[config.mk]
export PLATFORM = sky130hd
export DESIGN_NAME = div_operand_loader
export DESIGN_NICKNAME = d
export VERILOG_FILES = /design/src/rtl/div_operand_loader.sv
export SDC_FILE = /design/constraint.sdc
export NUM_CORES = 1
export LEC_CHECK = 0
export ABC_AREA = 0
export CORE_ASPECT_RATIO = 1.25
export CORE_MARGIN = 2
export CORE_UTILIZATION = 40
export CTS_BUF_LIST = sky130_fd_sc_hd__clkbuf_16
export CTS_CLUSTER_DIAMETER = 200
export DETAILED_ROUTE_END_ITERATION = 10
export PLACE_DENSITY = 0.76
export SYNTH_ARGS = -nofsm -noshare
export SYNTH_HDL_FRONTEND = slang
export SYNTH_SLANG_ARGS = --single-unit
[constraint.sdc]
create_clock -name clk -period 2.45 [get_ports clk]
set_input_delay 0.49 -clock clk [delete_from_list [all_inputs] [get_ports clk]]
set_output_delay 0.49 -clock clk [all_outputs]
set_load 0.05 [all_outputs]
[src/rtl/div_operand_loader.sv]
`default_nettype none
// ============================================================================
//  Module      : div_operand_loader
//  Description : Byte-stream front end for the fast divider. Assembles each
//                2*BYTES-byte frame into a little-endian dividend/divisor
//                pair and offers it to the divider over a valid/ready
//                handshake. Short and long frames are dropped, pulsed on
//                frame_err and tallied in a saturating error counter.
//  Revision    : 1.0 - initial release
// ============================================================================
module div_operand_loader #(
    parameter int WIDTH = 32
) (
    input  logic             clk,
    input  logic             rst,
    input  logic             in_valid,
    output logic             in_ready,
    input  logic [7:0]       in_data,
    input  logic             in_last,
    output logic             op_valid,
    input  logic             op_ready,
    output logic [WIDTH-1:0] op_dividend,
    output logic [WIDTH-1:0] op_divisor,
    output logic             frame_err,
    output logic [7:0]       err_count
);

    // Bytes per operand and width of the byte index (at least one bit).
    localparam int c_BYTES = WIDTH / 8;
    localparam int c_IDXW  = (c_BYTES > 1) ? $clog2(c_BYTES) : 1;

    localparam logic [c_IDXW-1:0] c_LAST_IDX = c_IDXW'(c_BYTES - 1);
    localparam logic [c_IDXW-1:0] c_IDX_ONE  = c_IDXW'(1);
    localparam logic [7:0]        c_ERR_MAX  = 8'hFF;

    localparam logic [1:0] c_COLLECT_A = 2'd0;
    localparam logic [1:0] c_COLLECT_B = 2'd1;
    localparam logic [1:0] c_HOLD      = 2'd2;
    localparam logic [1:0] c_DISCARD   = 2'd3;

    logic [1:0]         r_state;
    logic [c_IDXW-1:0]  r_idx;
    logic [WIDTH-1:0]   r_dividend;
    logic [WIDTH-1:0]   r_divisor;
    logic               r_frame_err;
    logic [7:0]         r_err_count;

    logic               w_accept;
    logic               w_idx_last;
    logic               w_short_a;
    logic               w_short_b;
    logic               w_long_b;
    logic               w_err_event;
    logic [c_BYTES-1:0] w_lane_sel;

    // Per-byte lane select decoded from the running byte index.
    generate
        for (genvar gi = 0; gi < c_BYTES; gi++) begin : g_lane
            assign w_lane_sel[gi] = (r_idx == c_IDXW'(gi));
        end
    endgenerate

    // Handshake qualification and framing-error classification.
    always_comb begin
        w_accept    = in_valid && in_ready;
        w_idx_last  = (r_idx == c_LAST_IDX);
        // in_last anywhere in the dividend is always too early.
        w_short_a   = w_accept && (r_state == c_COLLECT_A) && in_last;
        w_short_b   = w_accept && (r_state == c_COLLECT_B) && in_last && !w_idx_last;
        w_long_b    = w_accept && (r_state == c_COLLECT_B) && !in_last && w_idx_last;
        w_err_event = w_short_a || w_short_b || w_long_b;
    end

    // Frame state machine: byte index, state and operand assembly.
    always_ff @(posedge clk) begin
        if (rst) begin
            r_state    <= c_COLLECT_A;
            r_idx      <= '0;
            r_dividend <= '0;
            r_divisor  <= '0;
        end else begin
            case (r_state)
                c_COLLECT_A: begin
                    if (w_accept) begin
                        for (int b = 0; b < c_BYTES; b++) begin
                            if (w_lane_sel[b]) r_dividend[b*8 +: 8] <= in_data;
                        end
                        if (in_last) begin
                            r_state <= c_COLLECT_A;
                            r_idx   <= '0;
                        end else if (w_idx_last) begin
                            r_state <= c_COLLECT_B;
                            r_idx   <= '0;
                        end else begin
                            r_idx   <= r_idx + c_IDX_ONE;
                        end
                    end
                end
                c_COLLECT_B: begin
                    if (w_accept) begin
                        for (int b = 0; b < c_BYTES; b++) begin
                            if (w_lane_sel[b]) r_divisor[b*8 +: 8] <= in_data;
                        end
                        if (w_idx_last) begin
                            // Either a complete frame or the start of an overrun.
                            r_state <= in_last ? c_HOLD : c_DISCARD;
                            r_idx   <= '0;
                        end else if (in_last) begin
                            r_state <= c_COLLECT_A;
                            r_idx   <= '0;
                        end else begin
                            r_idx   <= r_idx + c_IDX_ONE;
                        end
                    end
                end
                c_HOLD: begin
                    if (op_ready) begin
                        r_state <= c_COLLECT_A;
                        r_idx   <= '0;
                    end
                end
                c_DISCARD: begin
                    if (w_accept && in_last) begin
                        r_state <= c_COLLECT_A;
                        r_idx   <= '0;
                    end
                end
                default: begin
                    r_state <= c_COLLECT_A;
                    r_idx   <= '0;
                end
            endcase
        end
    end

    // One-cycle error pulse and saturating error counter.
    always_ff @(posedge clk) begin
        if (rst) begin
            r_frame_err <= 1'b0;
            r_err_count <= '0;
        end else begin
            r_frame_err <= w_err_event;
            if (w_err_event && (r_err_count != c_ERR_MAX)) begin
                r_err_count <= r_err_count + 8'd1;
            end
        end
    end

    // Bytes are refused during reset and while a pair waits for the divider.
    assign in_ready    = !rst && (r_state != c_HOLD);
    assign op_valid    = (r_state == c_HOLD);
    assign op_dividend = r_dividend;
    assign op_divisor  = r_divisor;
    assign frame_err   = r_frame_err;
    assign err_count   = r_err_count;

endmodule
`default_nettype wire

==> results of run 1 <==
[layer usage]
layer	vias to the layer above	GRT usage
met5	-	0
met4	0	0.0590
met3	7	0.0651
met2	64	0.311
met1	1155	0.232
li1	1196	-
[flip-flops by register name, indices dropped and copies added, names as in the netlist]
register / flops
r_state: 2
op_dividend: 32
err_count: 8
frame_err: 1
op_divisor: 32
r_idx: 2
[how the worst max path moves through the flow]
stage                       startpoint           end  slack [ns]
after floorplan             r_state[1]      in_ready        0.36
after detailed placement       in_last  err_count[6]        0.23
after global routing      err_count[3]  err_count[3]        0.28
after CTS                   r_state[1]      op_valid        0.09
final                     err_count[2]  err_count[2]        0.35
after global placement         in_last  err_count[6]        0.26
[cells by family (layout without fill, tap and decap cells)]
family	Yosys count	in the layout
AO/OA/AOI/OAI	22	22
adder cells (fa/ha/maj)	5	5
buffers and inverters	29	116
flip-flops	77	77
multiplexers	68	68
AND/OR/NAND/NOR	101	101
[cell usage in the layout, fill, tap and decap left out, drive strengths merged, types with 2 or more instances in the layout]
cell type       n
a31oi           2
o21a            2
clkinvlp        2
dfxtp          77
a211oi          4
clkdlybuf4s50  84
nand3           7
ha              5
nand2           2
nand4           3
nor2           72
nor3            2
clkbuf          9
and3            5
o211ai          3
mux2i          67
nor2b           2
inv             9
buf             9
a21oi           2
[power by group through the flow]
stage                     Combinational, uW  Sequential [uW]  Clock [uW]
after floorplan                        73.7             1340           0
after global placement                  180             1300           0
after detailed placement                181             1300           0
after CTS                               183             1270        1340
after global routing                    192             1270        1410
final                                   180             1270        1310
[through the flow]
stage | worst slack, ns | cells | area (um^2) | util | hold slack (ns)
after floorplan | 0.361 | 302 | 3060 | - | 0.514
after global placement | 0.262 | 465 | 3990 | 0.539 | 0.473
after detailed placement | 0.234 | 465 | 3990 | 0.539 | 0.481
after CTS | 0.0902 | 481 | 4290 | 0.579 | 0.497
after global routing | 0.278 | 481 | 4290 | 0.580 | 0.520
final | 0.354 | 481 | 4290 | 0.580 | 0.492
[cell type report]
| class | count | area (um^2) |
|---|---|---|
| fillers | 613 | 3110 |
| flip-flops and latches | 77 | 1540 |
| multi-input cells | 196 | 1390 |
| repair buffers | 94 | 918 |
| clock buffers | 9 | 225 |
| well taps | 92 | 115 |
| clock inverters | 7 | 75.1 |
| inverters | 6 | 22.5 |
==> impl_metrics.sql, run 1 <==
INSERT INTO impl_metrics (metric_group, metric, value, unit) VALUES
('run_status', 'status', 'finished clean', ''),
('worst_setup_path', 'r2r_cells', '5', ''),
('route', 'viasPerCell', '5.04', ''),
('sta', 'timing.clock.skew', '0.00623', 'ns'),
('cts', 'postCtsResizedCells', '0', ''),
('synth', 'post_synth_xor_area_fraction', '0', ''),
('route', 'remaining_drc_errors', '0', ''),
('cts', 'cts_tree', 'built', ''),
('route', 'antenna_violating_nets_remaining', '0', ''),
('worst_setup_path', 'cp.depth', '1', ''),
('worst_setup_path', 'timing.critical_path.max_delay_family', 'buffers and inverters', ''),
('synth', 'sequential_cell_area_fraction_in_the_yosys_report', '0.504', ''),
('power', 'report.power.total', '2760', 'uW'),
('synth', 'synthMostInstantiatedCell', 'sky130_fd_sc_hd__dfxtp_1', ''),
('sta', 'timing.setup.tns', '0', 'ns'),
('sta', 'finalSetupViolations', '0', ''),
('floorplanning', 'design.core.area', '0.00740', 'mm^2'),
('finish', 'drive_above_1_share', '0.0874', ''),
('worst_setup_path', 'cp_slowest_cell', 'sky130_fd_sc_hd__clkdlybuf4s50_1', ''),
('synth', 'synth-warning-count', '0', ''),
('placed_design', 'port_buffers', '87', ''),
('global_route', 'first_global_vias', '2250', ''),
('worst_setup_path', 'rrSetupSlack', '0.56', 'ns'),
('synth', 'ys_seq_elements', '77', ''),
('placed_design', 'hpwl', '5170', 'um'),
('min_path', 'hold_path_end', 'op_divisor[22]', ''),
('placed_design', 'gp_congestion', '0.777', ''),
('sta', 'maxClockFrequency', '477', 'MHz'),
('cts', 'cts.repair_timing.setup_buffer_count', '0', ''),
('power', 'switching_share_of_total_power', '0.231', ''),
('synth', 'postSynthCellCount', '302', ''),
('synth', 'per_instance_average_area_after_synthesis', '10.1', 'um^2'),
('min_path', 'holdCritStartpoint', 'op_divisor[22]', ''),
('worst_setup_path', 'r2r_endpoint', 'err_count[6]', ''),
('worst_setup_path', 'cp_data_arrival_time', '1.61', 'ns'),
('synth', 'main_combinational_cell_family_by_area_after_synthesis', 'multiplexers', ''),
('worst_setup_path', 'setup.worst_path.start_class', 'flip-flop', ''),
('synth', 'ys_async_sr_fraction', '0', ''),
('route', 'post_drt_wl_per_cell', '15.5', 'um'),
('worst_setup_path', 'critical_path.endpoint_type', 'output pin', ''),
('floorplanning', 'fp-row-count', '35', ''),
('global_route', 'wire_length_of_the_first_global_routing_pass', '11800', 'um'),
('synth', 'muxShareOfSynthArea', '0.223', ''),
('power', 'switchingPower', '638', 'uW'),
('global_route', 'globalRouteTotalUtil', '0.189', ''),
('floorplanning', 'die_footprint', '0.00836', 'mm^2'),
('worst_setup_path', 'cp.buffers_inverters', '1', ''),
('cts', 'clock_edge_transition_at_the_registers_on_the_reported_setup_and_hold_paths', '0.06', 'ns'),
('route', 'routed-wl-met2', '3840', 'um'),
('finish', 'layout_net_count', '402', ''),
('synth', 'netlist-cell-type-count', '39', ''),
('floorplanning', 'start_util', '0.413', ''),
('synth', 'synth_compound_gate_area_share', '0.0569', ''),
('sta', 'max-slew-margin-rel', '0.634', ''),
('sta', 'layout_min_cycle_time', '2.10', 'ns'),
('floorplanning', 'die_w', '82.2', 'um'),
('cts', 'numClockSinks', '77', ''),
('power', 'internal-power', '2120', 'uW'),
('cts', 'cts_max_level', '3', ''),
('cts', 'cts.hold.buffers_added', '0', ''),
('route', 'detail_route.wirelength', '7470', 'um'),
('sta', 'hold_viol', '0', ''),
('route', 'firstDrtPassIters', '4', ''),
('floorplanning', 'ioPinCount', '88', ''),
('sta', 'unrepaired_setup_endpoints_after_global_routing', 'false', ''),
('sta', 'worst_pin_slew', '0.547', 'ns'),
('synth', 'yosys-top-cells-count', 'sky130_fd_sc_hd__dfxtp_1, sky130_fd_sc_hd__nor2_1, sky130_fd_sc_hd__mux2i_1', ''),
('synth', 'synth_simple_gate_area_frac', '0.155', ''),
('synth', 'yosys-top-cells-area', 'sky130_fd_sc_hd__dfxtp_1, sky130_fd_sc_hd__mux2i_1, sky130_fd_sc_hd__nor2_1', ''),
('worst_setup_path', 'critPathKind', 'reg -> out', ''),
('power', 'pwr-share-seq', '0.462', '');
(Power assumes the default switching activity.)
==> run 2: changes to the inputs <==
==> constraint.sdc (replaced) <==
create_clock -name clk -period 2.65 [get_ports clk]
set_input_delay 0.53 -clock clk [delete_from_list [all_inputs] [get_ports clk]]
set_output_delay 0.53 -clock clk [all_outputs]
set_load 0.05 [all_outputs]
==> run 2 against run 1 <==
Global-route usage down 0.23 points. Critical path depth up 2. Sequential power down 7%. Clock skew up 0.0019 ns. Hold slack worse by 0.0019 ns. Power down 7.6%. Die area unchanged. Via count down 0.45%. First-iteration DRC count down 46%. Critical path type unchanged. Critical endpoint is now op_valid. Largest power group unchanged. Highest routed layer unchanged.
==> impl_metrics.sql, run 2 (same netlist as run 1, synthesis figures left out) <==
INSERT INTO impl_metrics (metric_group, metric, value, unit) VALUES
('sta', 'worst_pin_slew', '0.538', 'ns'),
('floorplanning', 'design.core.area', '0.00740', 'mm^2'),
('sta', 'timing.clock.skew', '0.00811', 'ns'),
('sta', 'layout_min_cycle_time', '2.43', 'ns'),
('power', 'power.share.combinational', '0.065', ''),
('worst_setup_path', 'critical_path.endpoint_type', 'output pin', ''),
('cts', 'cts.hold.buffers_added', '0', ''),
('floorplanning', 'die_footprint', '0.00836', 'mm^2'),
('sta', 'timing.setup.tns', '0', 'ns'),
('finish', 'area_growth', '39.8', '%'),
('placed_design', 'hpwl', '5110', 'um'),
('cts', 'cts_tree', 'built', ''),
('finish', 'most_frequent_standard_cell_in_the_layout_excluding_fill_and_tap_cells', 'sky130_fd_sc_hd__clkdlybuf4s50_1', ''),
('global_route', 'globalRouteTotalUtil', '0.187', ''),
('sta', 'unrepaired_setup_endpoints_after_global_routing', 'false', ''),
('cts', 'cts.repair_timing.setup_buffer_count', '0', ''),
('route', 'detail_route.wirelength', '7420', 'um'),
('worst_setup_path', 'critPathKind', 'reg -> out', ''),
('worst_setup_path', 'highest_cell_delay_on_the_worst_timing_path', '0.82', 'ns'),
('floorplanning', 'start_util', '0.413', ''),
('finish', 'layout_net_count', '400', ''),
('power', 'ir_worst_vdd', '379', 'uV'),
('placed_design', 'port_buffers', '87', ''),
('power', 'internal-power', '1960', 'uW'),
('cts', 'clock_edge_transition_at_the_registers_on_the_reported_setup_and_hold_paths', '0.06', 'ns'),
('cts', 'clk_latency', '0.33', 'ns'),
('route', 'firstDrtPassIters', '4', ''),
('sta', 'hold_viol', '0', ''),
('worst_setup_path', 'cp_data_arrival_time', '1.90', 'ns'),
('floorplanning', 'die_w', '82.2', 'um'),
('worst_setup_path', 'cp_slowest_cell', 'sky130_fd_sc_hd__clkdlybuf4s50_1', ''),
('sta', 'timing.hold.ws', '0.491', 'ns'),
('route', 'antenna_violating_nets_remaining', '0', ''),
('cts', 'numClockSinks', '77', ''),
('power', 'switching_share_of_total_power', '0.232', ''),
('sta', 'fin_crit_share', '0.917', ''),
('finish', 'n_antenna_cell', '0', ''),
('global_route', 'wire_length_of_the_first_global_routing_pass', '11700', 'um'),
('global_route', 'first_global_vias', '2271', ''),
('finish', 'most-common-layout-cells', 'sky130_fd_sc_hd__clkdlybuf4s50_1, sky130_fd_sc_hd__dfxtp_1, sky130_fd_sc_hd__nor2_1, sky130_fd_sc_hd__mux2i_1, sky130_fd_sc_hd__clkbuf_16', ''),
('route', 'detailedRoute.firstIterationViolations', '65', ''),
('sta', 'finalSetupViolations', '0', ''),
('cts', 'cts_max_level', '3', ''),
('floorplanning', 'fp-row-count', '35', ''),
('run_status', 'status', 'finished clean', ''),
('sta', 'maxClockFrequency', '412', 'MHz'),
('power', 'switchingPower', '591', 'uW'),
('min_path', 'holdCritPathClass', 'reg -> reg', ''),
('sta', 'max-slew-margin-rel', '0.640', ''),
('worst_setup_path', 'cp_data_required_time', '2.12', 'ns'),
('placed_design', 'gp_congestion', '0.736', ''),
('placed_design', 'dp.cells', '463', ''),
('cts', 'cts_bufs_inserted', '9', ''),
('global_route', 'grt_antenna_before_repair', '0', ''),
('worst_setup_path', 'worst_path_max_fanout', '9', ''),
('global_route', 'grt-ovfl-total', '0', ''),
('power', 'report.power.total', '2550', 'uW'),
('power', 'power_density', '597', 'mW/mm^2'),
('floorplanning', 'die_height', '102', 'um'),
('worst_setup_path', 'critical_path.cell_chain', 'inv_1 -> nor2_1 -> clkdlybuf4s50_1', ''),
('power', 'pwr-share-seq', '0.462', ''),
('worst_setup_path', 'setup.worst_path.start_class', 'flip-flop', ''),
('run', 'maxCapViolCount', '0', ''),
('floorplanning', 'ioPinCount', '88', ''),
('sta', 'final_slew_viol_count', '0', ''),
('finish', 'fillers', '632', ''),
('finish', 'drive_above_1_share', '0.0801', ''),
('cts', 'cts_root_buf', 'sky130_fd_sc_hd__clkbuf_16', ''),
('global_route', 'grt_max_degree', '42', ''),
('route', 'post_drt_wl_per_cell', '15.5', 'um'),
('cts', 'clock_path_buffers', '2', ''),
('route', 'viasPerCell', '5.03', ''),
('route', 'via_count', '2411', ''),
('power', 'clock_power_share', '0.473', ''),
('route', 'remaining_drc_errors', '0', ''),
('cts', 'postCtsResizedCells', '0', ''),
('power', 'leakagePower', '0.00174', 'uW'),
('finish', 'finish.cell_count_without_fillers', '479', '');
-- run 2: path summary, 6_finish.rpt --
check	from	endpoint	slack (ns)	cells past startpoint
worst max register to register	r_idx[0]	err_count[6]	0.73	5
worst max-delay path	r_state[1]	op_valid	0.22	3
worst min register to register	op_dividend[31]	op_dividend[31]	0.49	2
worst min-delay path	op_dividend[31]	op_dividend[31]	0.49	2
-- run 2: metrics by stage --
step           instance area, um^2   util  worst slack, ns
2_1_floorplan                 3060      -            0.521
3_3_place_gp                  3970  0.537            0.362
3_5_place_dp                  3970  0.537            0.339
4_1_cts                       4270  0.577            0.203
5_1_grt                       4270  0.577            0.123
6_report                      4270  0.577            0.221
-- run 2: power by group through the flow --
| stage | registers, uW | clock network [uW] | logic (uW) |
|---|---|---|---|
| 2_1_floorplan | 1240 | 0 | 68.2 |
| 3_3_place_gp | 1200 | 0 | 166 |
| 3_5_place_dp | 1200 | 0 | 167 |
| 4_1_cts | 1180 | 1240 | 168 |
| 5_1_grt | 1180 | 1290 | 179 |
| 6_report | 1180 | 1210 | 167 |
-- run 2: layout make-up --
cell class | instances | area (um^2) | area share
Sequential cell | 77 | 1540 | 0.361
Multi-Input combinational cell | 196 | 1390 | 0.326
Timing Repair Buffer | 92 | 903 | 0.211
Clock buffer | 9 | 225 | 0.0527
Tap cell | 92 | 115 | 0.0269
Clock inverter | 7 | 73.8 | 0.0173
Inverter | 6 | 22.5 | 0.00527
-- run 2: worst max-delay path, delay by kind of cell, from the launching register on --
family	cells	cell delay, ns
simple gates	1	0.16
buf+inv	2	0.91
flops	1	0.49
-- run 2: layer usage --
layer	global-route usage	vias to the layer above	routed length, um
met4	0.0769	0	99
met2	0.309	65	3740
met5	0	-	0
li1	-	1190	-
met1	0.230	1149	3230
met3	0.0463	7	358
==> run 3: changes to the inputs <==
--- a/config.mk
+++ b/config.mk
@@ -8,11 +8,11 @@
 export ABC_AREA = 0
 export CORE_ASPECT_RATIO = 1.25
 export CORE_MARGIN = 2
-export CORE_UTILIZATION = 40
+export CORE_UTILIZATION = 51
 export CTS_BUF_LIST = sky130_fd_sc_hd__clkbuf_16
 export CTS_CLUSTER_DIAMETER = 200
 export DETAILED_ROUTE_END_ITERATION = 10
-export PLACE_DENSITY = 0.76
+export PLACE_DENSITY = 0.92
 export SYNTH_ARGS = -nofsm -noshare
 export SYNTH_HDL_FRONTEND = slang
 export SYNTH_SLANG_ARGS = --single-unit
==> run 3 against run 2 <==
First-iteration DRC count grew 100%. Highest routed layer unchanged. Die area shrank 21%. Sequential share of layout area grew 0.16 points. Flip-flop and latch count unchanged. Sequential power about the same. Combinational power barely moved. Via count up 2.5%. Register-to-register slack worse by 0.03 ns.
==> impl_metrics.sql, run 3 (same netlist as run 1, synthesis figures left out) <==
INSERT INTO impl_metrics (metric_group, metric, value, unit) VALUES
('run_status', 'status', 'finished clean', ''),
('worst_setup_path', 'r2r_endpoint', 'err_count[6]', ''),
('global_route', 'wire_length_of_the_first_global_routing_pass', '12200', 'um'),
('power', 'leakagePower', '0.00176', 'uW'),
('min_path', 'holdCritPathClass', 'reg -> reg', ''),
('floorplanning', 'die_footprint', '0.00663', 'mm^2'),
('route', 'detailedRoute.firstIterationViolations', '130', ''),
('sta', 'fin_crit_share', '0.907', ''),
('finish', 'layout_net_count', '400', ''),
('sta', 'maxClockFrequency', '416', 'MHz'),
('worst_setup_path', 'worst_path_max_fanout', '9', ''),
('worst_setup_path', 'critPathKind', 'reg -> out', ''),
('placed_design', 'hpwl', '5100', 'um'),
('sta', 'max-slew-margin-rel', '0.642', ''),
('route', 'via_count', '2472', ''),
('sta', 'timing.setup.tns', '0', 'ns'),
('power', 'ir_worst_vdd', '496', 'uV'),
('finish', 'most-common-layout-cells', 'sky130_fd_sc_hd__clkdlybuf4s50_1, sky130_fd_sc_hd__dfxtp_1, sky130_fd_sc_hd__nor2_1, sky130_fd_sc_hd__mux2i_1, sky130_fd_sc_hd__clkbuf_16', ''),
('finish', 'area_growth', '39.2', '%'),
('sta', 'worst_pin_slew', '0.535', 'ns'),
('cts', 'clock_path_buffers', '2', ''),
('sta', 'layout_min_cycle_time', '2.40', 'ns'),
('run', 'maxCapViolCount', '0', ''),
('cts', 'cts_tree', 'built', ''),
('finish', 'seq_area', '0.00154', 'mm^2'),
('route', 'post_drt_wl_per_cell', '16.7', 'um'),
('cts', 'cts_max_level', '3', ''),
('floorplanning', 'start_util', '0.529', ''),
('route', 'antenna_violating_nets_remaining', '0', ''),
('sta', 'timing.clock.skew', '0.00361', 'ns'),
('sta', 'hold_viol', '0', ''),
('worst_setup_path', 'r2r_cells', '5', ''),
('floorplanning', 'ioPinCount', '88', ''),
('floorplanning', 'die_height', '90.6', 'um'),
('placed_design', 'gp_congestion', '0.883', ''),
('finish', 'n_antenna_cell', '0', ''),
('sta', 'final_slew_viol_count', '0', ''),
('placed_design', 'port_buffers', '87', ''),
('floorplanning', 'design.core.area', '0.00578', 'mm^2'),
('min_path', 'holdCritStartpoint', 'op_dividend[23]', ''),
('cts', 'cts_root_buf', 'sky130_fd_sc_hd__clkbuf_16', ''),
('floorplanning', 'die_w', '73.2', 'um'),
('floorplanning', 'fp-row-count', '31', ''),
('finish', 'drive_above_1_share', '0.0827', ''),
('global_route', 'grt-ovfl-total', '0', ''),
('finish', 'multi_input_gate_area_in_the_final_layout', '0.00139', 'mm^2'),
('finish', 'most_frequent_standard_cell_in_the_layout_excluding_fill_and_tap_cells', 'sky130_fd_sc_hd__clkdlybuf4s50_1', ''),
('sta', 'finalSetupViolations', '0', ''),
('global_route', 'first_global_vias', '2360', ''),
('finish', 'fillers', '410', ''),
('global_route', 'globalRouteTotalUtil', '0.240', ''),
('worst_setup_path', 'critical_path.endpoint', 'op_valid', ''),
('route', 'viasPerCell', '5.46', ''),
('worst_setup_path', 'worst_setup_path_startpoint', 'r_state[1]', ''),
('route', 'firstDrtPassIters', '4', ''),
('sta', 'postLayoutSetupSlackWorst', '0.247', 'ns'),
('worst_setup_path', 'rrSetupSlack', '0.70', 'ns'),
('cts', 'numClockSinks', '77', ''),
('route', 'detail_route.wirelength', '7590', 'um'),
('cts', 'cts_bufs_inserted', '9', ''),
('sta', 'unrepaired_setup_endpoints_after_global_routing', 'false', ''),
('worst_setup_path', 'setup.worst_path.start_class', 'flip-flop', ''),
('worst_setup_path', 'cp_data_arrival_time', '1.87', 'ns'),
('worst_setup_path', 'cp_data_required_time', '2.12', 'ns'),
('cts', 'clock_edge_transition_at_the_registers_on_the_reported_setup_and_hold_paths', '0.06', 'ns'),
('cts', 'clk_latency', '0.33', 'ns'),
('worst_setup_path', 'critical_path.endpoint_type', 'output pin', ''),
('power', 'power_density', '617', 'mW/mm^2'),
('worst_setup_path', 'worstReg2RegStart', 'r_idx[0]', ''),
('placed_design', 'pre_cts_ws', '0.396', 'ns'),
('global_route', 'grt_antenna_before_repair', '0', ''),
('global_route', 'grt_max_degree', '38', ''),
('cts', 'cts.hold.buffers_added', '0', ''),
('route', 'remaining_drc_errors', '0', ''),
('cts', 'cts.repair_timing.setup_buffer_count', '0', ''),
('cts', 'postCtsResizedCells', '0', '');
[run 3: worst min path at each step]
| stage | end | slack (ns) | cells after the start |
|---|---|---|---|
| after floorplan | r_idx[1] | 0.51 | 2 |
| after global placement | op_divisor[31] | 0.47 | 2 |
| after detailed placement | op_divisor[31] | 0.48 | 2 |
| after CTS | op_dividend[23] | 0.50 | 2 |
| after global routing | op_dividend[25] | 0.52 | 2 |
| final | op_dividend[23] | 0.49 | 2 |
[run 3: worst max-delay path: stages (launching register included)]
cell                              delay [ns]
sky130_fd_sc_hd__dfxtp_1                0.48
sky130_fd_sc_hd__inv_1                  0.09
sky130_fd_sc_hd__nor2_1                 0.15
sky130_fd_sc_hd__clkdlybuf4s50_1        0.82
[run 3: per-layer routing]
metal	share of wire	GRT usage	vias up
met5	0	0	-
met4	0.015	0.0972	0
met3	0.051	0.0502	8
met2	0.51	0.395	74
met1	0.43	0.300	1195
li1	-	-	1195
[run 3: power breakdown]
group / leakage, uW / internal, uW / switching [uW]
Clock: 0.000153 / 819 / 463
Sequential: 0.000622 / 1170 / 8.36
Combinational: 0.000983 / 58.0 / 108
[run 3: area by class of cell]
class,count,share of cell area
Clock buffer,9,0.0529
Clock inverter,7,0.0212
Inverter,6,0.00529
Multi-Input combinational cell,196,0.327
Sequential cell,77,0.362
Tap cell,66,0.0194
Timing Repair Buffer,92,0.212
[run 3: per-stage QoR]
step                      cell area (um^2)  hold slack (ns)  cells  power [uW]  utilization
after floorplan                       3060            0.514    302        1310            -
after global placement                3940            0.473    437        1370        0.682
after detailed placement              3940            0.484    437        1370        0.682
after CTS                             4250            0.498    453        2630        0.736
after global routing                  4250            0.519    453        2700        0.736
final                                 4250            0.490    453        2630        0.736
